===== config.mk =====
export PLATFORM = sky130hd
export DESIGN_NAME = day6_col_sequencer_flat
export DESIGN_NICKNAME = d
export VERILOG_FILES = /design/src/rtl/day6_col_sequencer_if.sv /design/src/rtl/day6_col_sequencer.sv /design/src/flat_wrapper.sv
export SDC_FILE = /design/constraint.sdc
export NUM_CORES = 1
export LEC_CHECK = 0
export CAP_MARGIN = 0
export CORE_MARGIN = 1.5
export CORE_UTILIZATION = 49
export DETAILED_ROUTE_END_ITERATION = 10
export PLACE_DENSITY_LB_ADDON = 0.05
export SETUP_SLACK_MARGIN = 0.05
export SLEW_MARGIN = 15
export SYNTH_ARGS = -nofsm -noshare
export SYNTH_HDL_FRONTEND = slang
export SYNTH_SLANG_ARGS = --single-unit

===== constraint.sdc =====
create_clock -name clock -period 3 [get_ports clock]
set_input_delay 0.3 -clock clock [delete_from_list [all_inputs] [get_ports clock]]
set_output_delay 0.3 -clock clock [all_outputs]
set_load 0.02 [all_outputs]

===== src/rtl/day6_col_sequencer_if.sv =====
// Column-sequencer bus bundle.
// Groups the worksheet memory read port and the column-streaming
// interface towards the day-6 column datapath.
//   mem_addr / mem_rd  : read request, data returns on mem_data one cycle later
//   dp_load            : one-cycle datapath clear pulse
//   dp_ready / dp_done : datapath flow control and completion
//   rN_digit/rN_space  : decoded digit rows of the emitted column
//   block_start, block_plus, col_valid, col_last, frame_last : column controls
// master = sequencer side, slave = memory/datapath side.
interface day6_col_sequencer_if #(
    parameter int ADDR_W = 16
);
    logic [ADDR_W-1:0] mem_addr;
    logic              mem_rd;
    logic [7:0]        mem_data;
    logic              dp_load;
    logic              dp_ready;
    logic              dp_done;
    logic [3:0]        r0_digit;
    logic [3:0]        r1_digit;
    logic [3:0]        r2_digit;
    logic [3:0]        r3_digit;
    logic              r0_space;
    logic              r1_space;
    logic              r2_space;
    logic              r3_space;
    logic              block_start;
    logic              block_plus;
    logic              col_valid;
    logic              col_last;
    logic              frame_last;

    modport master (
        output mem_addr, mem_rd, dp_load,
        output r0_digit, r1_digit, r2_digit, r3_digit,
        output r0_space, r1_space, r2_space, r3_space,
        output block_start, block_plus, col_valid, col_last, frame_last,
        input  mem_data, dp_ready, dp_done
    );

    modport slave (
        input  mem_addr, mem_rd, dp_load,
        input  r0_digit, r1_digit, r2_digit, r3_digit,
        input  r0_space, r1_space, r2_space, r3_space,
        input  block_start, block_plus, col_valid, col_last, frame_last,
        output mem_data, dp_ready, dp_done
    );
endinterface


===== src/rtl/day6_col_sequencer.sv =====
// Day-6 column sequencer.
// Walks a character worksheet (4 digit rows + 1 operator row) column by
// column, decodes each column and streams non-separator columns to the
// column datapath with block / last markers.
// Ports:
//   clock, clear           : clock, synchronous active-high reset
//   start                  : begin a frame (accepted in IDLE or DONE)
//   cfg_base/stride/cols   : row-0 column-0 address, row pitch, column count
//   busy, done             : frame in progress / frame finished (sticky)
//   err_char, err_op       : sticky decode errors (bad digit byte, bad operator)
//   err_empty              : frame held no non-separator column
//   bus (master)           : memory read port and datapath column stream
module day6_col_sequencer #(
    parameter int ADDR_W = 16,
    parameter int COL_W  = 12
) (
    input  logic              clock,
    input  logic              clear,
    input  logic              start,
    input  logic [ADDR_W-1:0] cfg_base,
    input  logic [ADDR_W-1:0] cfg_stride,
    input  logic [COL_W-1:0]  cfg_cols,
    output logic              busy,
    output logic              done,
    output logic              err_char,
    output logic              err_op,
    output logic              err_empty,
    day6_col_sequencer_if.master bus
);

    typedef enum logic [2:0] {
        S_IDLE, S_INIT, S_FETCH, S_EVAL, S_FLUSH, S_WAIT_DONE, S_DONE
    } state_t;

    state_t r_state;
    state_t w_next;

    // Returns {bad, space, digit}. Bad bytes decode as space.
    function automatic logic [5:0] decode_byte(input logic [7:0] b);
        logic [5:0] res;
        if (b == 8'h20)
            res = 6'b01_0000;
        else if (b >= 8'h30 && b <= 8'h39)
            res = {2'b00, b[3:0]};
        else
            res = 6'b11_0000;
        return res;
    endfunction

    // Control registers
    logic [COL_W-1:0]  r_col;
    logic [2:0]        r_fcyc;
    logic              r_pend;
    logic              r_gap;
    logic              r_err_char;
    logic              r_err_op;
    logic              r_err_empty;

    // Data registers
    logic [ADDR_W-1:0] r_stride;
    logic [COL_W-1:0]  r_cols;
    logic [ADDR_W-1:0] r_colptr;
    logic [ADDR_W-1:0] r_addr;
    logic [3:0][3:0]   r_cur_digit;
    logic [3:0]        r_cur_space;
    logic [7:0]        r_cur_op;
    logic [3:0][3:0]   r_pd_digit;
    logic [3:0]        r_pd_space;
    logic              r_pd_start;
    logic              r_pd_plus;

    logic [5:0]        w_dec;
    logic [1:0]        w_row;
    logic              w_sep;
    logic              w_op_bad;
    logic              w_new_start;
    logic              w_last_col;
    logic              w_emit_req;
    logic              w_eval_go;

    assign w_dec       = decode_byte(bus.mem_data);
    // Fetch cycles 1..4 capture digit rows 0..3.
    assign w_row       = r_fcyc[1:0] - 2'd1;
    assign w_sep       = &r_cur_space;
    assign w_op_bad    = !(r_cur_op == 8'h2B || r_cur_op == 8'h2A);
    // A loaded column opens a block if nothing is pending yet or a separator preceded it.
    assign w_new_start = !r_pend || r_gap;
    assign w_last_col  = (r_col + COL_W'(1)) == r_cols;
    assign w_emit_req  = r_pend && ((r_state == S_EVAL && !w_sep) || r_state == S_FLUSH);
    // EVAL only stalls when the pending column must be handed over and the datapath is busy.
    assign w_eval_go   = (r_state == S_EVAL) && (w_sep || !r_pend || bus.dp_ready);

    assign err_char  = r_err_char  & ~clear;
    assign err_op    = r_err_op    & ~clear;
    assign err_empty = r_err_empty & ~clear;

    always_ff @(posedge clock) begin
        if (clear)
            r_state <= S_IDLE;
        else
            r_state <= w_next;
    end

    always_comb begin
        w_next           = r_state;
        busy             = 1'b0;
        done             = 1'b0;
        bus.mem_rd       = 1'b0;
        bus.mem_addr     = '0;
        bus.dp_load      = 1'b0;
        bus.r0_digit     = 4'd0;
        bus.r1_digit     = 4'd0;
        bus.r2_digit     = 4'd0;
        bus.r3_digit     = 4'd0;
        bus.r0_space     = 1'b0;
        bus.r1_space     = 1'b0;
        bus.r2_space     = 1'b0;
        bus.r3_space     = 1'b0;
        bus.block_start  = 1'b0;
        bus.block_plus   = 1'b0;
        bus.col_valid    = 1'b0;
        bus.col_last     = 1'b0;
        bus.frame_last   = 1'b0;

        case (r_state)
            S_IDLE, S_DONE: if (start) w_next = S_INIT;
            S_INIT:         w_next = (r_cols == '0) ? S_FLUSH : S_FETCH;
            S_FETCH:        if (r_fcyc == 3'd5) w_next = S_EVAL;
            S_EVAL:         if (w_eval_go) w_next = w_last_col ? S_FLUSH : S_FETCH;
            S_FLUSH: begin
                if (!r_pend)
                    w_next = S_DONE;
                else if (bus.dp_ready)
                    w_next = S_WAIT_DONE;
            end
            S_WAIT_DONE:    if (bus.dp_done) w_next = S_DONE;
            default:        w_next = S_IDLE;
        endcase

        // Outputs are forced idle for as long as clear is held.
        if (!clear) begin
            busy        = (r_state != S_IDLE) && (r_state != S_DONE);
            done        = (r_state == S_DONE);
            bus.dp_load = (r_state == S_INIT);
            if (r_state == S_FETCH && r_fcyc <= 3'd4) begin
                bus.mem_rd   = 1'b1;
                bus.mem_addr = r_addr;
            end
            if (w_emit_req) begin
                bus.r0_digit    = r_pd_digit[0];
                bus.r1_digit    = r_pd_digit[1];
                bus.r2_digit    = r_pd_digit[2];
                bus.r3_digit    = r_pd_digit[3];
                bus.r0_space    = r_pd_space[0];
                bus.r1_space    = r_pd_space[1];
                bus.r2_space    = r_pd_space[2];
                bus.r3_space    = r_pd_space[3];
                bus.block_start = r_pd_start;
                bus.block_plus  = r_pd_plus;
                bus.col_last    = (r_state == S_FLUSH) ? 1'b1 : r_gap;
                bus.frame_last  = (r_state == S_FLUSH);
                bus.col_valid   = bus.dp_ready;
            end
        end
    end

    always_ff @(posedge clock) begin
        if (clear) begin
            r_col       <= '0;
            r_fcyc      <= 3'd0;
            r_pend      <= 1'b0;
            r_gap       <= 1'b0;
            r_err_char  <= 1'b0;
            r_err_op    <= 1'b0;
            r_err_empty <= 1'b0;
        end else begin
            case (r_state)
                S_IDLE, S_DONE: begin
                    if (start) begin
                        r_err_char  <= 1'b0;
                        r_err_op    <= 1'b0;
                        r_err_empty <= 1'b0;
                    end
                end
                S_INIT: begin
                    r_col  <= '0;
                    r_fcyc <= 3'd0;
                    r_pend <= 1'b0;
                    r_gap  <= 1'b0;
                end
                S_FETCH: begin
                    r_fcyc <= r_fcyc + 3'd1;
                    if (r_fcyc >= 3'd1 && r_fcyc <= 3'd4 && w_dec[5])
                        r_err_char <= 1'b1;
                end
                S_EVAL: begin
                    if (w_eval_go) begin
                        r_fcyc <= 3'd0;
                        r_col  <= r_col + COL_W'(1);
                        if (w_sep) begin
                            r_gap <= 1'b1;
                        end else begin
                            if (w_new_start && w_op_bad)
                                r_err_op <= 1'b1;
                            r_pend <= 1'b1;
                            r_gap  <= 1'b0;
                        end
                    end
                end
                S_FLUSH: begin
                    if (!r_pend)
                        r_err_empty <= 1'b1;
                    else if (bus.dp_ready)
                        r_pend <= 1'b0;
                end
                default: ;
            endcase
        end
    end

    always_ff @(posedge clock) begin
        case (r_state)
            S_IDLE, S_DONE: begin
                if (start) begin
                    r_stride <= cfg_stride;
                    r_cols   <= cfg_cols;
                    r_colptr <= cfg_base;
                    r_addr   <= cfg_base;
                end
            end
            S_FETCH: begin
                // Row addresses step by stride from the column pointer; no multiplier.
                if (r_fcyc <= 3'd4)
                    r_addr <= r_addr + r_stride;
                if (r_fcyc >= 3'd1 && r_fcyc <= 3'd4) begin
                    r_cur_digit[w_row] <= w_dec[3:0];
                    r_cur_space[w_row] <= w_dec[4];
                end
                if (r_fcyc == 3'd5)
                    r_cur_op <= bus.mem_data;
            end
            S_EVAL: begin
                if (w_eval_go) begin
                    r_colptr <= r_colptr + ADDR_W'(1);
                    r_addr   <= r_colptr + ADDR_W'(1);
                    if (!w_sep) begin
                        r_pd_digit <= r_cur_digit;
                        r_pd_space <= r_cur_space;
                        r_pd_start <= w_new_start;
                        r_pd_plus  <= w_new_start && (r_cur_op == 8'h2B);
                    end
                end
            end
            default: ;
        endcase
    end

endmodule

===== src/flat_wrapper.sv =====
// flat-port wrapper written by rule: the top's interface ports become plain ports
module day6_col_sequencer_flat 
#(
    parameter int ADDR_W = 16,
    parameter int COL_W  = 12
)
  (clock, clear, start, cfg_base, cfg_stride, cfg_cols, busy, done, err_char, err_op, err_empty, bus_mem_addr, bus_mem_rd, bus_dp_load, bus_r0_digit, bus_r1_digit, bus_r2_digit, bus_r3_digit, bus_r0_space, bus_r1_space, bus_r2_space, bus_r3_space, bus_block_start, bus_block_plus, bus_col_valid, bus_col_last, bus_frame_last, bus_mem_data, bus_dp_ready, bus_dp_done);
  day6_col_sequencer_if #(.ADDR_W(ADDR_W)) bus_i ();
  input  logic clock;
  input  logic clear;
  input  logic start;
  input  logic [ADDR_W-1:0] cfg_base;
  input  logic [ADDR_W-1:0] cfg_stride;
  input  logic [COL_W-1:0] cfg_cols;
  output logic busy;
  output logic done;
  output logic err_char;
  output logic err_op;
  output logic err_empty;
  output wire logic [$bits(bus_i.mem_addr)-1:0] bus_mem_addr;
  output wire logic [$bits(bus_i.mem_rd)-1:0] bus_mem_rd;
  output wire logic [$bits(bus_i.dp_load)-1:0] bus_dp_load;
  output wire logic [$bits(bus_i.r0_digit)-1:0] bus_r0_digit;
  output wire logic [$bits(bus_i.r1_digit)-1:0] bus_r1_digit;
  output wire logic [$bits(bus_i.r2_digit)-1:0] bus_r2_digit;
  output wire logic [$bits(bus_i.r3_digit)-1:0] bus_r3_digit;
  output wire logic [$bits(bus_i.r0_space)-1:0] bus_r0_space;
  output wire logic [$bits(bus_i.r1_space)-1:0] bus_r1_space;
  output wire logic [$bits(bus_i.r2_space)-1:0] bus_r2_space;
  output wire logic [$bits(bus_i.r3_space)-1:0] bus_r3_space;
  output wire logic [$bits(bus_i.block_start)-1:0] bus_block_start;
  output wire logic [$bits(bus_i.block_plus)-1:0] bus_block_plus;
  output wire logic [$bits(bus_i.col_valid)-1:0] bus_col_valid;
  output wire logic [$bits(bus_i.col_last)-1:0] bus_col_last;
  output wire logic [$bits(bus_i.frame_last)-1:0] bus_frame_last;
  input wire logic [$bits(bus_i.mem_data)-1:0] bus_mem_data;
  input wire logic [$bits(bus_i.dp_ready)-1:0] bus_dp_ready;
  input wire logic [$bits(bus_i.dp_done)-1:0] bus_dp_done;
  assign bus_mem_addr = bus_i.mem_addr;
  assign bus_mem_rd = bus_i.mem_rd;
  assign bus_dp_load = bus_i.dp_load;
  assign bus_r0_digit = bus_i.r0_digit;
  assign bus_r1_digit = bus_i.r1_digit;
  assign bus_r2_digit = bus_i.r2_digit;
  assign bus_r3_digit = bus_i.r3_digit;
  assign bus_r0_space = bus_i.r0_space;
  assign bus_r1_space = bus_i.r1_space;
  assign bus_r2_space = bus_i.r2_space;
  assign bus_r3_space = bus_i.r3_space;
  assign bus_block_start = bus_i.block_start;
  assign bus_block_plus = bus_i.block_plus;
  assign bus_col_valid = bus_i.col_valid;
  assign bus_col_last = bus_i.col_last;
  assign bus_frame_last = bus_i.frame_last;
  assign bus_i.mem_data = bus_mem_data;
  assign bus_i.dp_ready = bus_dp_ready;
  assign bus_i.dp_done = bus_dp_done;
  day6_col_sequencer #(.ADDR_W(ADDR_W), .COL_W(COL_W)) u_core (.clock(clock), .clear(clear), .start(start), .cfg_base(cfg_base), .cfg_stride(cfg_stride), .cfg_cols(cfg_cols), .busy(busy), .done(done), .err_char(err_char), .err_op(err_op), .err_empty(err_empty), .bus(bus_i));
endmodule

==> Yosys cells after proc, flatten, opt, wreduce, memory -nomap -nowiden <==
Index checks and enable logic that the tools add are counted.
{ "totals": {"reg_bits": 133, "latchBits": 0, "ramBits": 0, "mem_bits_ro": 0, "inputBits": 57, "output_inout_bits": 48, "wordCells": 184, "memories": 0} }
{ "classes": {"addsub": 5, "multipliers": 0, "div": 0, "magnitude_cmp": 6, "eq_ne": 22, "n_shift": 0, "n_mux": 77, "bitwise_logic": 5, "n_reduce_logical": 44} }
{ "ops": {"columns": ["op", "count"], "rows": [
  ["16-bit 2-to-1 mux", 5],
  ["16-bit one-hot mux with 3 select lines", 1],
  ["1-bit 2-to-1 mux", 37],
  ["4-bit 2-to-1 mux", 9],
  ["16-bit one-hot mux with 2 select lines", 1],
  ["3-bit 2-to-1 mux", 9],
  ["8-bit by 6-bit == test with 1-bit output, second input constant", 3],
  ["12-bit one-hot mux with 2 select lines", 1],
  ["3-bit one-hot mux with 6 select lines", 1],
  ["16-bit by 1-bit adder with 16-bit output, second input constant", 1],
  ["16-bit adder", 1],
  ["16-bit bitwise mux", 1],
  ["2-bit inequality test, second input constant", 8],
  ["3-bit AND reduction", 5],
  ["12-bit by 1-bit adder with 12-bit output, second input constant", 1],
  ["12-bit == test", 1],
  ["3-bit == test, second input constant", 4],
  ["12-bit zero test", 1],
  ["12-bit 2-to-1 mux", 1],
  ["6-bit 2-to-1 mux", 2],
  ["3-bit nonzero test", 4],
  ["1-bit logical AND", 11],
  ["2-bit AND reduction", 5],
  ["5-bit AND reduction", 2],
  ["26 further kinds", 44]
]} }

==> Depth between registers and ports, before layout <==
Gate-level depths: netlist (run 1).
{ "logic_depth": {"ltp_word": 8, "depth_mapped": 8, "depth_no_buf": 8} }

==> Worst setup path after synthesis (run 1) <==
No wires, ideal clock.
{ "synth_timing": {"path_type": "reg-to-reg", "start": "register u_core.r_state[1]", "end": "register u_core.r_addr[0] (enable)", "setup_time_ps": 411, "t_arrival_ps": 2343, "t_required_ps": 2589, "slack_ps": 246, "stages_incl_launch_ff": 7, "path_buffers": 2, "synth_period_minus_slack_ps": 2754, "cell_sequence": "dfxtp_1 > clkbuf_1 > buf_1 > nand2_1 > a21oi_1 > a31oi_1 > o21ai_0"} }
{ "synth_between": {"elab_chain_cells": 4, "word_cells_on_any_way": 11, "cone_classes": "eq/ne: 6; reduce/logical: 5"} }
{ "synth_rtl": {"columns": ["item", "line_no", "text"], "rows": [
  ["start: declaration", "day6_col_sequencer.sv:35", "state_t r_state;"],
  ["start signal: assignment", "day6_col_sequencer.sv:101", "r_state <= w_next;"],
  ["3-bit == test (tied with other cells)", "day6_col_sequencer.sv:222", "case (r_state)"],
  ["2-bit OR reduction or 1-bit logical AND (tied branches)", "day6_col_sequencer.sv:222, day6_col_sequencer.sv:91", null],
  ["2-bit inequality test (no line) (tied with other cells)", null, null],
  ["4-bit AND reduction (no line) (*)", null, null],
  ["end signal: assignment", "day6_col_sequencer.sv:228", "r_addr <= cfg_base;"],
  ["end signal: assignment", "day6_col_sequencer.sv:234", "r_addr <= r_addr + r_stride;"],
  ["end signal: assignment", "day6_col_sequencer.sv:245", "r_addr <= r_colptr + ADDR_W'(1);"],
  ["end: declaration", "day6_col_sequencer.sv:63", "logic [ADDR_W-1:0] r_addr;"]
]} }
Every way passes the cells marked *; elsewhere a longest branch is shown, timed or not.
A chain may end at the register's enable or synchronous reset.

==> Final worst setup path (run 1) <==
{ "layout_timing": {"start": "register u_core.r_fcyc[0]", "end": "output bus_mem_addr[1]"} }
{ "layout_between": {"elab_chain_cells": 4} }
{ "layout_rtl": {"columns": ["item", "line_no", "text"], "rows": [
  ["start: declaration", "day6_col_sequencer.sv:52", "logic [2:0] r_fcyc;"],
  ["start signal: assignment", "day6_col_sequencer.sv:192", "r_fcyc <= r_fcyc + 3'd1;"],
  ["3-bit less-or-equal comparator", "day6_col_sequencer.sv:145", "if (r_state == S_FETCH && r_fcyc <= 3'd4) begin"],
  ["1-bit logical AND", "day6_col_sequencer.sv:145", null],
  ["16-bit 2-to-1 mux", "day6_col_sequencer.sv:145", null],
  ["16-bit 2-to-1 mux", "day6_col_sequencer.sv:141", "if (!clear) begin"],
  ["end: declaration", "flat_wrapper.sv:20", "output wire logic [$bits(bus_i.mem_addr)-1:0] bus_mem_addr;"]
]} }
No other way between the ends.

==> qor.yml, run 1 <==
cts_root_buf: "clkbuf_16"
num_vias: 5345
wirelength_um: 15700
worst_pin_slew_ns: 0.759
fillers: 1155
min_path_type: "reg2reg"
synth.distinct_cells: 62
ys_seq_area_share_pct: 54.1
antenna_left: 0
period_share_pct: 90.8
synthCells: 659
gp_congestion: 0.886
rows: 43
synthTopCellsByArea: "edfxtp_1 47%, dfxtp_1 6.6%, and2_1 4.4%"
multi_input_area_sq_mm: 0.00305
initialDrtViolationCount: 356
ir_drop_mv: 0.704
antenna_found_initial: 0
drc_errors: 0
synthFlopType: "edfxtp_1"
regArea_sq_mm: 0.00377
async_flop_share_pct: 0
detail_route.wl_per_cell_um: 16.2
utilization_pct: 64.0
cpLargestDelayFamily: "buffers and inverters"
cts_setup_buffers: 0
dieArea_sq_mm: 0.0149
startpoint_type: "register"
drive_gt1_share_pct: 7.51
ios: 105
grt_max_degree: 25
path_class: "reg2out"
p_leak_nw: 3.17
crit_fanout: 17
syn_area_sq_mm: 0.00696
vias_per_cell: 5.53
cts_htree_levels: 4
cts_max_path_buffers: 2
worstPathRequired_ns: 2.70
rsz0062_at_grt: "no"
hold_viol: 0
setup-tns-final_ns: 0
diodes: 0
highest_layer: "met4"
synth_seq_cells: 133
yosysWarnings: 0
max_stage_delay_ns: 0.60
fin_ws_ns: 0.275
drtPass1Iterations: 5
slew_headroom_pct: 48.1
syn_nets: 741
syn_to_final_growth_pct: 27.6
synth_top_area_cell: "edfxtp_1"
cts_tree: "done"
crit_arrival_ns: 2.43
slowest_stage: "clkdlybuf4s50_1"
synth_top_area_share_pct: 47.5
finalSetupViolCount: 0
power_density_mw_per_mm2: 838
drt-met1-wl_um: 7290
cp_num_buf_inv: 3
grt_first_pass_wirelength_um: 24800
grt-ovfl-total: 0
cts.sinks: 133
critPathCaptureType: "primary output"
drv_slew: 0
max_freq_mhz: 367
synth_edf_count: 110
met3_length_um: 872
clkTransAtPathRegs_ns: 0.06
core_sq_mm: 0.0139
finalPower_mw: 7.44
cts_inserted_buffers: 17
fin_crit_ns: 2.73
fin_skew_ns: 0.00737
die_h_um: 122
hpwl_um: 11100
grt_usage_pct: 22.0
nNetsFinal: 855
status: "finished, final reports clean"
start_util_pct: 50.1
path_cells: "inv_1 -> ha_1 -> nand2b_1 -> nand2_1 -> nor2_1 -> buf_6 -> and2_1 -> clkdlybuf4s50_1"
grt_pass1_vias: 4971
die_x_um: 122
syn_avg_cell_area_sq_um: 10.6
port_buffers: 104
cap_violations: 0
dp_slack_ns: 0.269
dr_wl_met2_um: 7310
clock_latency_ns: 0.42
==> stage by stage <==
| step | std cells | cell area, sq um | hold WS (ns) |
|---|---|---|---|
| after detailed placement | 934 | 8260 | 0.405 |
| after floorplan | 659 | 6960 | 0.399 |
| after CTS | 966 | 8860 | 0.417 |
| final | 966 | 8880 | 0.416 |
| after global placement | 934 | 8260 | 0.402 |
| after global routing | 966 | 8880 | 0.414 |
==> worst paths after layout <==
check                        start                   end  slack, ns  cells after the start
min reg2reg  u_core.r_cur_digit[7]  u_core.r_pd_digit[7]       0.42                      0
max               u_core.r_fcyc[0]       bus_mem_addr[1]       0.27                      8
min          u_core.r_cur_digit[7]  u_core.r_pd_digit[7]       0.42                      0
max reg2reg       u_core.r_addr[6]     u_core.r_addr[11]       0.28                      7
==> cell usage in the layout (no fill, tap or decap), types with 4 or more instances in the layout <==
| master | synthesis | routed |
|---|---|---|
| xor2_1 | 13 | 13 |
| nand4_1 | 5 | 5 |
| edfxtp_1 | 110 | 110 |
| a21o_1 | 17 | 17 |
| inv_1 | 10 | 10 |
| nand3_1 | 17 | 17 |
| a41oi_1 | 5 | 5 |
| dfxtp_1 | 23 | 21 |
| clkdlybuf4s50_1 | 0 | 103 |
| ha_1 | 24 | 24 |
| a31oi_1 | 12 | 12 |
| nor2_1 | 67 | 67 |
| a211oi_1 | 9 | 9 |
| or3_1 | 5 | 5 |
| buf_4 | 0 | 17 |
| o21ai_0 | 27 | 26 |
| and4_1 | 4 | 4 |
| a21oi_1 | 48 | 48 |
| nor2b_1 | 10 | 10 |
| and2_1 | 49 | 49 |
| nor4_1 | 10 | 10 |
| xnor2_1 | 26 | 26 |
| nor3_1 | 10 | 10 |
| clkbuf_16 | 0 | 17 |
| and3_1 | 11 | 11 |
| nand2_1 | 55 | 55 |
| nand2b_1 | 9 | 9 |
| o21a_1 | 5 | 5 |
==> cell families after synthesis <==
group / Yosys count / synth area share [%]
simple gates: 268 / 19.7
compound gates: 155 / 14.4
flops: 133 / 54.1
xor+xnor: 39 / 4.91
buf+inv: 38 / 2.10
fa+ha+maj: 25 / 4.60
mux: 1 / 0.144
==> layer usage <==
layer  GRT usage [%]  up-vias
li1                -     2665
met5               0        -
met2            35.1      155
met1            29.6     2504
met3            5.66       21
met4            6.61        0
==> cells in the mapped netlist (11+ instances only) <==
library cell  number
a21oi_1           48
edfxtp_1         110
xnor2_1           26
clkbuf_1          24
dfxtp_1           23
xor2_1            13
a21o_1            17
nand3_1           17
a31oi_1           12
and3_1            11
and2_1            49
nand2_1           55
o21ai_0           27
nor2_1            67
ha_1              24
==> power by group <==
part	leakage [nW]	internal, mW	switching, mW
Sequential	1.19	2.47	0.233
Combinational	1.70	1.08	1.54
Clock	0.286	1.31	0.803
==> timing repair <==
item / CTS / global route
setup endpoints to repair: 0 / 40
hold buffers: 0 / 0
resized for setup: 0 / 5
endpoints found under the hold margin: 0 / 0
==> cell type report <==
class	count	share of cell area [%]
clock inverters	14	1.99
repair buffers	123	13.4
clock buffers	18	4.83
well taps	180	2.54
flip-flops and latches	133	42.4
inverters	10	0.423
multi-input cells	488	34.3
==> registers in the layout, indices dropped and copies added (netlist names) <==
name and flops:
u_core.r_err_char 1, u_core.r_fcyc 3, u_core.r_cur_op 8, u_core.r_state 3
u_core.r_pend 1, u_core.r_gap 1, u_core.r_col 12, u_core.r_cur_space 4
u_core.r_pd_plus 1, u_core.r_pd_digit 16, u_core.r_stride 16, u_core.r_cols 12
u_core.r_err_op 1, u_core.r_cur_digit 16, u_core.r_colptr 16, u_core.r_err_empty 1
u_core.r_pd_space 4, u_core.r_pd_start 1, u_core.r_addr 16
Power figures use the tool's default switching activity.
==> inputs of run 2 (changes only) <==
Settings changed: CAP_MARGIN 0 to 20, CORE_ASPECT_RATIO from default to 2, CORE_UTILIZATION 49 to 59.
Clock period 3 ns to 3.5 ns, I/O delays scaled along.
==> run 2 against run 1 <==
Clock power is 17% lower. Cell area is 0.97% lower. Largest power group unchanged. Sequential share of layout area is 0.39 points higher. Combinational power is 12% lower. Register-to-register slack better by 0.58 ns. Sequential cell count stayed put.
==> qor.yml, run 2 (same netlist as run 1, synthesis figures left out) <==
finalPower_mw: 6.37
grt_usage_pct: 29.9
hpwl_um: 13200
syn_to_final_growth_pct: 26.3
regArea_sq_mm: 0.00376
p_switching_mw: 2.37
period_share_pct: 87.7
antenna_left: 0
rrSetupSlack_ns: 0.86
die_x_um: 79.8
grt_max_degree: 32
p_comb_share_pct: 36.0
busiest_layer: "met2"
cts_root_buf: "clkbuf_16"
min_path_type: "reg2reg"
drv_slew: 0
ios: 105
final_cell_mix: "110 x edfxtp_1, 104 x clkdlybuf4s50_1, 67 x nor2_1"
dieArea_sq_mm: 0.0125
critPathCaptureType: "primary output"
slew_headroom_pct: 55.4
initialDrtViolationCount: 281
num_vias: 5606
dp_slack_ns: 0.895
ctsResizeCount: 0
final_area_sq_mm: 0.00879
vias_per_cell: 6.04
rsz0062_at_grt: "no"
nNetsFinal: 852
cts_inserted_buffers: 17
fin_ws_ns: 0.432
cts.sinks: 133
switching_share_pct: 37.3
cts_max_path_buffers: 2
use_met2_pct: 55.9
grt_use_met1_pct: 29.5
cap_violations: 0
dpl_cell_area_sq_mm: 0.00819
hold_path_depth: 0
cts_hold_buf: 0
detail_route.wl_per_cell_um: 19.3
p_int_mw: 4.00
multi_input_area_sq_mm: 0.00305
gp_congestion: 0.931
fin_crit_ns: 3.07
antenna_found_initial: 0
hp-start: "u_core.r_cur_digit[15]"
cts_htree_levels: 4
finalHoldWorstSlack_ns: 0.420
worstRegToRegCells: 8
clockPowerShare_pct: 27.7
hold_viol: 0
startpoint_type: "register"
clkTransAtPathRegs_ns: 0.07
ir_drop_mv: 0.556
holdPathEnd: "u_core.r_pd_digit[15]"
rows: 56
fillers: 846
crit_arrival_ns: 2.72
setup-tns-final_ns: 0
grt-ovfl-total: 0
r2r_end: "u_core.r_addr[10]"
start_util_pct: 59.8
cts_setup_buffers: 0
diodes: 0
drive_gt1_share_pct: 7.15
die_h_um: 157
path_class: "reg2out"
port_buffers: 104
crit_fanout: 24
fin_skew_ns: 0.00876
cts_tree: "done"
core_sq_mm: 0.0116
power_density_mw_per_mm2: 725
status: "finished, final reports clean"
drc_errors: 0
worstPathRequired_ns: 3.15
r2r_start: "u_core.r_addr[0]"
finalSetupViolCount: 0
layout_commonest_cell: "edfxtp_1"
clock_latency_ns: 0.42
max_freq_mhz: 326
wirelength_um: 17900
worst_pin_slew_ns: 0.666
p_seq_share_pct: 36.3
grt_pass1_vias: 5887
met3_usage_pct: 4.14
grt_first_pass_wirelength_um: 27900
drtPass1Iterations: 4
p_leak_nw: 3.14
[run 2: cell count changes in the layout (fill, tap and decap cells not counted), sizes merged, moves of 2 or more]
cell      delta
bufinv       -3
buf          -3
clkinvlp     -2
inv          +7
[run 2: per-layer routing]
layer / vias to the layer above / routed length [um]
met5: - / 0
met1: 2674 / 6310
met2: 206 / 9840
li1: 2657 / -
met3: 69 / 720
met4: 0 / 991
[run 2: power by group through the flow]
stage | sequential (mW) | combinational [mW] | clock (mW)
final | 2.31 | 2.30 | 1.76
after global routing | 2.34 | 2.49 | 1.84
after CTS | 2.31 | 2.28 | 1.78
after detailed placement | 2.34 | 2.25 | 0
after global placement | 2.32 | 2.20 | 0
after floorplan | 2.28 | 1.58 | 0
[run 2: worst max path at each step]
stage | from | to | slack (ns)
final | u_core.r_state[2] | bus_col_last | 0.43
after global routing | u_core.r_state[2] | bus_col_last | 0.22
after CTS | u_core.r_state[2] | bus_col_last | 0.39
after detailed placement | u_core.r_state[2] | bus_col_last | 0.90
after global placement | u_core.r_state[2] | bus_col_last | 0.92
after floorplan | u_core.r_state[1] | u_core.r_addr[0] | 0.75
[run 2: worst max-delay path, stage by stage, from the launching register on]
cell	delay, ns
dfxtp_1	0.40
nand2b_1	0.31
nor2_1	0.19
nand2_1	0.09
a21oi_1	0.15
buf_4	0.25
a21boi_0	0.26
clkdlybuf4s50_1	0.65
[run 2: final cells by class]
type,count,share of cell area (%)
Sequential cell,133,42.8
Multi-Input combinational cell,488,34.7
Timing Repair Buffer,120,13.2
Clock buffer,17,4.84
Tap cell,145,2.06
Clock inverter,15,1.96
Inverter,10,0.427
[run 2: through the flow]
step	instances	utilization, %
4_1_cts	928	75.6
3_3_place_gp	896	70.4
2_1_floorplan	659	-
5_1_grt	928	75.6
3_5_place_dp	896	70.4
6_report	928	75.6
==> inputs of run 3 (changes only) <==
Clock period 3.5 ns to 3.8 ns, I/O delays scaled along.
==> run 3 against run 2 <==
Via count down 0.93%. Sequential share of layout area up 0.23 points. Power down 9.2%. Critical path type unchanged. Critical endpoint is now bus_mem_addr[7]. Largest cell class unchanged. Highest routed layer unchanged.
==> qor.yml, run 3 (same netlist as run 1, synthesis figures left out) <==
status: "finished, final reports clean"
cts_inserted_buffers: 17
core_sq_mm: 0.0116
rsz0062_at_grt: "no"
cp_num_buf_inv: 3
syn_to_final_growth_pct: 25.6
slowest_stage: "dfxtp_1"
path_class: "reg2out"
switching_share_pct: 36.1
regArea_sq_mm: 0.00376
finalHoldWorstSlack_ns: 0.419
max_stage_delay_ns: 0.77
instances_no_fill: 925
worst_pin_slew_ns: 0.729
rows: 56
grt-ovfl-total: 0
drtPass1Iterations: 5
die_h_um: 157
hpwl_um: 12900
finalSetupViolCount: 0
power_density_mw_per_mm2: 662
dp.cells: 894
critPathCaptureType: "primary output"
cts_hold_buf: 0
dieArea_sq_mm: 0.0125
multi_input_area_sq_mm: 0.00305
dr_wl_met2_um: 9660
diodes: 0
cpLargestDelayFamily: "buffers and inverters"
cts.sinks: 133
antenna_left: 0
vias_per_cell: 6.00
start_util_pct: 59.8
crit_fanout: 22
setup-tns-final_ns: 0
num_vias: 5554
wirelength_um: 17400
drt-met1-wl_um: 6270
cts_root_buf: "clkbuf_16"
p_int_mw: 3.70
crit_arrival_ns: 3.05
startpoint_type: "register"
ir_drop_mv: 0.553
p_switching_mw: 2.09
p_seq_share_pct: 37.3
p_comb_share_pct: 35.4
grt_first_pass_wirelength_um: 26800
fillers: 868
detail_route.wl_per_cell_um: 18.8
drc_errors: 0
grt_pass1_vias: 5573
cts_htree_levels: 4
p_leak_nw: 3.11
max_freq_mhz: 292
hold_viol: 0
min_path_type: "reg2reg"
grt_max_degree: 34
drv_slew: 0
die_x_um: 79.8
slew_headroom_pct: 50.9
fin_crit_ns: 3.43
ctsResizeCount: 0
port_buffers: 104
cts_tree: "done"
period_share_pct: 90.3
initialDrtViolationCount: 258
ios: 105
gp_congestion: 0.901
clockPowerShare_pct: 27.3
clock_latency_ns: 0.41
clkTransAtPathRegs_ns: 0.06
antenna_found_initial: 0
nNetsFinal: 850
worstPathRequired_ns: 3.42
layout_commonest_cell: "edfxtp_1"
path_cells: "nand2b_1 -> nor2_1 -> buf_4 -> nand2_1 -> nor2_1 -> buf_4 -> and2_1 -> clkdlybuf4s50_1"
cap_violations: 0
fin_skew_ns: 0.00876
cts_max_path_buffers: 2
cts_setup_buffers: 0
met3_length_um: 689
grt_usage_pct: 28.6
final_cell_mix: "110 x edfxtp_1, 104 x clkdlybuf4s50_1, 67 x nor2_1"
highest_layer: "met4"
drive_gt1_share_pct: 6.67
-- run 3: cell count changes in the layout (fill, tap and decap cells not counted), sizes merged --
cell | previous run | this run
buf | 16 | 14
bufinv | 0 | 1
clkinv | 4 | 2
clkinvlp | 1 | 3
inv | 20 | 18
-- run 3: path summary, 6_finish.rpt --
check	slack (ns)	cells after the start	startpoint	end
worst min register to register	0.42	0	u_core.r_cur_digit[3]	u_core.r_pd_digit[3]
worst min-delay path	0.42	0	u_core.r_cur_digit[3]	u_core.r_pd_digit[3]
worst max register to register	0.96	7	u_core.r_col[0]	u_core.r_state[2]
worst max-delay path	0.37	8	u_core.r_state[1]	bus_mem_addr[7]
-- run 3: worst reg2reg max path: stages, from the launching register on --
cell,delay [ns]
dfxtp_1,0.48
ha_1,0.38
nand3_2,0.18
or3_1,0.40
a2111oi_2,0.50
nand4_1,0.16
or4_1,0.50
a31oi_1,0.17
-- run 3: cell type report --
type	instances	share of cell area, %
tap	145	2.07
multi-input combinational	488	34.9
timing repair buffer	118	13.1
clock buffer	17	4.87
clock inverter	14	1.60
inverter	10	0.429
sequential	133	43.0
-- run 3: power groups by stage --
stage,clock network [mW],logic [mW],registers (mW)
final,1.58,2.05,2.16
after global routing,1.67,2.23,2.19
after CTS,1.60,2.03,2.15
after detailed placement,0,2.01,2.18
after global placement,0,1.98,2.17
after floorplan,0,1.45,2.10
-- run 3: layer usage --
metal	GRT usage [%]	up-vias
met4	15.4	0
li1	-	2647
met3	4.90	54
met2	53.6	207
met1	29.3	2646
met5	0	-
-- run 3: stage by stage --
step           power (mW)  util (%)  cell area, sq um  worst slack [ns]
2_1_floorplan        3.55         -              6960              1.05
3_3_place_gp         4.14      70.3              8180             0.882
6_report             5.79      75.2              8740             0.370
4_1_cts              5.78      75.2              8740             0.427
5_1_grt              6.08      75.2              8740             0.218
3_5_place_dp         4.19      70.3              8180             0.881
==> patch (config.mk and constraints of run 1) <==
`ADDR_W` is set to 16 in 3 places; all go to 17.
--- a/src/rtl/day6_col_sequencer_if.sv
+++ b/src/rtl/day6_col_sequencer_if.sv
@@ -8,7 +8,7 @@
 //   block_start, block_plus, col_valid, col_last, frame_last : column controls
 // master = sequencer side, slave = memory/datapath side.
 interface day6_col_sequencer_if #(
-    parameter int ADDR_W = 16
+    parameter int ADDR_W = 17
 );
     logic [ADDR_W-1:0] mem_addr;
     logic              mem_rd;
--- a/src/rtl/day6_col_sequencer.sv
+++ b/src/rtl/day6_col_sequencer.sv
@@ -11,7 +11,7 @@
 //   err_empty              : frame held no non-separator column
 //   bus (master)           : memory read port and datapath column stream
 module day6_col_sequencer #(
-    parameter int ADDR_W = 16,
+    parameter int ADDR_W = 17,
     parameter int COL_W  = 12
 ) (
     input  logic              clock,
--- a/src/flat_wrapper.sv
+++ b/src/flat_wrapper.sv
@@ -1,7 +1,7 @@
 // flat-port wrapper written by rule: the top's interface ports become plain ports
 module day6_col_sequencer_flat 
 #(
-    parameter int ADDR_W = 16,
+    parameter int ADDR_W = 17,
     parameter int COL_W  = 12
 )
   (clock, clear, start, cfg_base, cfg_stride, cfg_cols, busy, done, err_char, err_op, err_empty, bus_mem_addr, bus_mem_rd, bus_dp_load, bus_r0_digit, bus_r1_digit, bus_r2_digit, bus_r3_digit, bus_r0_space, bus_r1_space, bus_r2_space, bus_r3_space, bus_block_start, bus_block_plus, bus_col_valid, bus_col_last, bus_frame_last, bus_mem_data, bus_dp_ready, bus_dp_done);
Interface: changed (resized bus_mem_addr, cfg_base and cfg_stride); port bits go from 105 to 108. No check against the original RTL was run, so the function may have changed too.
==> patch against run 1 <==
  * Routed wire length is 3.5% higher
  * Setup slack worse by 0.045 ns
  * Clock skew is 0.0027 ns higher
  * Sequential power is 3% higher
  * Global-route usage is 0.10 points higher
  * Power is 0.71% lower
  * Sequential share of layout area hardly changed
  * Area after synthesis is 3.1% higher
  * Clock power is 2% lower
  * Sequential cell count is 3 higher
  * Final area is 2.4% higher
==> patch: results (changes against run 1) <==
vias in the first global route=5,199 (was 4,971); outcome=finished, final reports clean (unchanged); mux contribution to synthesized area=0.00576 (was 0.00144); Pleak=3.29 nW (was 3.17 nW); Max stage delay on crit path=0.54 ns (was 0.60 ns); Switch Pwr=2.51 mW (was 2.57 mW); largest net degree at the start of global routing=35 (was 25); Cell Area, Placed=8490 um2 (was 8260 um2); ys async rst share=0 (unchanged); gr usage total=0.221 (was 0.220); gp weighted congestion=0.857 (was 0.886); Seq/Total Area, Yosys=0.537 (was 0.541); Layout Skew=0.0100 ns (was 0.00737 ns); count of different cell masters after synthesis=78 (was 62); placed cell count=938 (was 934); first-pass GRT wire length=25,600 um (was 24,800 um); DR vias=5,351 (was 5,345); Synth top cells by count=edfxtp_1 (113), nor2_1 (68), a21oi_1 (50), and2_1 (47), nand2_1 (44) (was edfxtp_1 (110), nor2_1 (67), nand2_1 (55), and2_1 (49), a21oi_1 (48)); met1 Usage GRT=0.284 (was 0.296); Clk pin slew, worst setup/hold paths=0.06 ns (about the same); fill count=1,187 (was 1,155); clock network power share=0.282 (was 0.285); Top Family by Delay on Critical Path=buffers and inverters (unchanged); crit-path max FO=18 (was 17); synthesized netlist cell count=653 (was 659); Worst Path Arrival=2.47 ns (was 2.43 ns); syn nets=738 (was 741); Synth Area in Adders=0.0464 (was 0.0460); share of post-route cells with drive strength above 1=0.0980 (was 0.0751); Post-synth EDFFs=113 (was 110); pre-CTS setup slack=0.308 ns (was 0.269 ns); top post-synthesis cells by area=edfxtp_1 (47%), dfxtp_1 (6.4%), ha_1 (4.4%), and2_1 (4.1%), nor2_1 (3.6%) (was edfxtp_1 (47%), dfxtp_1 (6.6%), and2_1 (4.4%), ha_1 (4.3%), nor2_1 (3.6%)); layout net count=859 (was 855); GR Layer Usage met3=0.0499 (was 0.0566); drt pass-1 iters=4 (was 5); IO buf count=107 (was 104); Final Non-Filler Cells=970 (was 966); post-synthesis xor/xnor area fraction=0.0548 (was 0.0491); drt wl/cell=16.7 um (was 16.2 um); M2 GR Usage=0.365 (was 0.351); clk_lat worst skew=0.42 ns (about the same); Largest regs=u_core.r_addr x17, u_core.r_colptr x17, u_core.r_stride x17; H-tree Lvls=4 (unchanged); n_diodes=0 (unchanged); Gate power share=0.343 (was 0.352); Starting DRT DRC Count=424 (was 356); relative slew slack=0.250 (was 0.481); worst vdd ir=0.000458 V (was 0.000704 V); dpl hpwl=11,300 um (was 11,100 um); Power Density=813 nW/um2 (was 838 nW/um2); clk buf depth=2 (unchanged); Synth Area in Compound Gates=0.136 (was 0.144)
## patch: cell count changes after synthesis, moves of 4 or more
cell / change
inv_1: +5
clkbuf_1: -11
a21o_1: +4
a211oi_1: -6
o21ai_1: +4
a31oi_1: -9
nor2b_1: -5
nor4_1: -6
nand2_1: -11
nand3b_1: +6
## patch: cell type report
type | count | area, um2 | share of cell area
repair buffers | 125 | 1210 | 0.133
multi-input cells | 479 | 3150 | 0.347
flip-flops and latches | 136 | 3860 | 0.425
clock buffers | 18 | 429 | 0.0472
clock inverters | 13 | 154 | 0.0169
inverters | 15 | 56.3 | 0.00620
well taps | 184 | 230 | 0.0253
## patch: path summary, 6_finish.rpt
| kind | startpoint | endpoint | slack, ns | cells after the start |
|---|---|---|---|---|
| worst min-delay path | u_core.r_cur_digit[3]$_DFFE_PP_ | u_core.r_pd_digit[3]$_DFFE_PP_ | 0.42 | 0 |
| worst max-delay path | u_core.r_fcyc[0]$_SDFFE_PP0P_ | bus_mem_addr[4] | 0.23 | 7 |
| worst min register to register | u_core.r_cur_digit[3]$_DFFE_PP_ | u_core.r_pd_digit[3]$_DFFE_PP_ | 0.42 | 0 |
| worst max register to register | u_core.r_addr[0]$_DFFE_PP_ | u_core.r_addr[16]$_DFFE_PP_ | 0.41 | 10 |
## patch: layer usage
layer | vias up | share of wire | wire [um]
met5 | - | 0 | 0
met4 | 0 | 0.016 | 259
met3 | 24 | 0.052 | 838
met2 | 169 | 0.48 | 7860
met1 | 2533 | 0.45 | 7260
li1 | 2625 | - | -
## patch: timing repair
item,in CTS,in global routing
gates resized for setup,2,2
buffers inserted,1,0
cloned,0,0
hold endpoints to repair,0,0
pin swaps,1,0
endpoints found under the setup margin,25,40
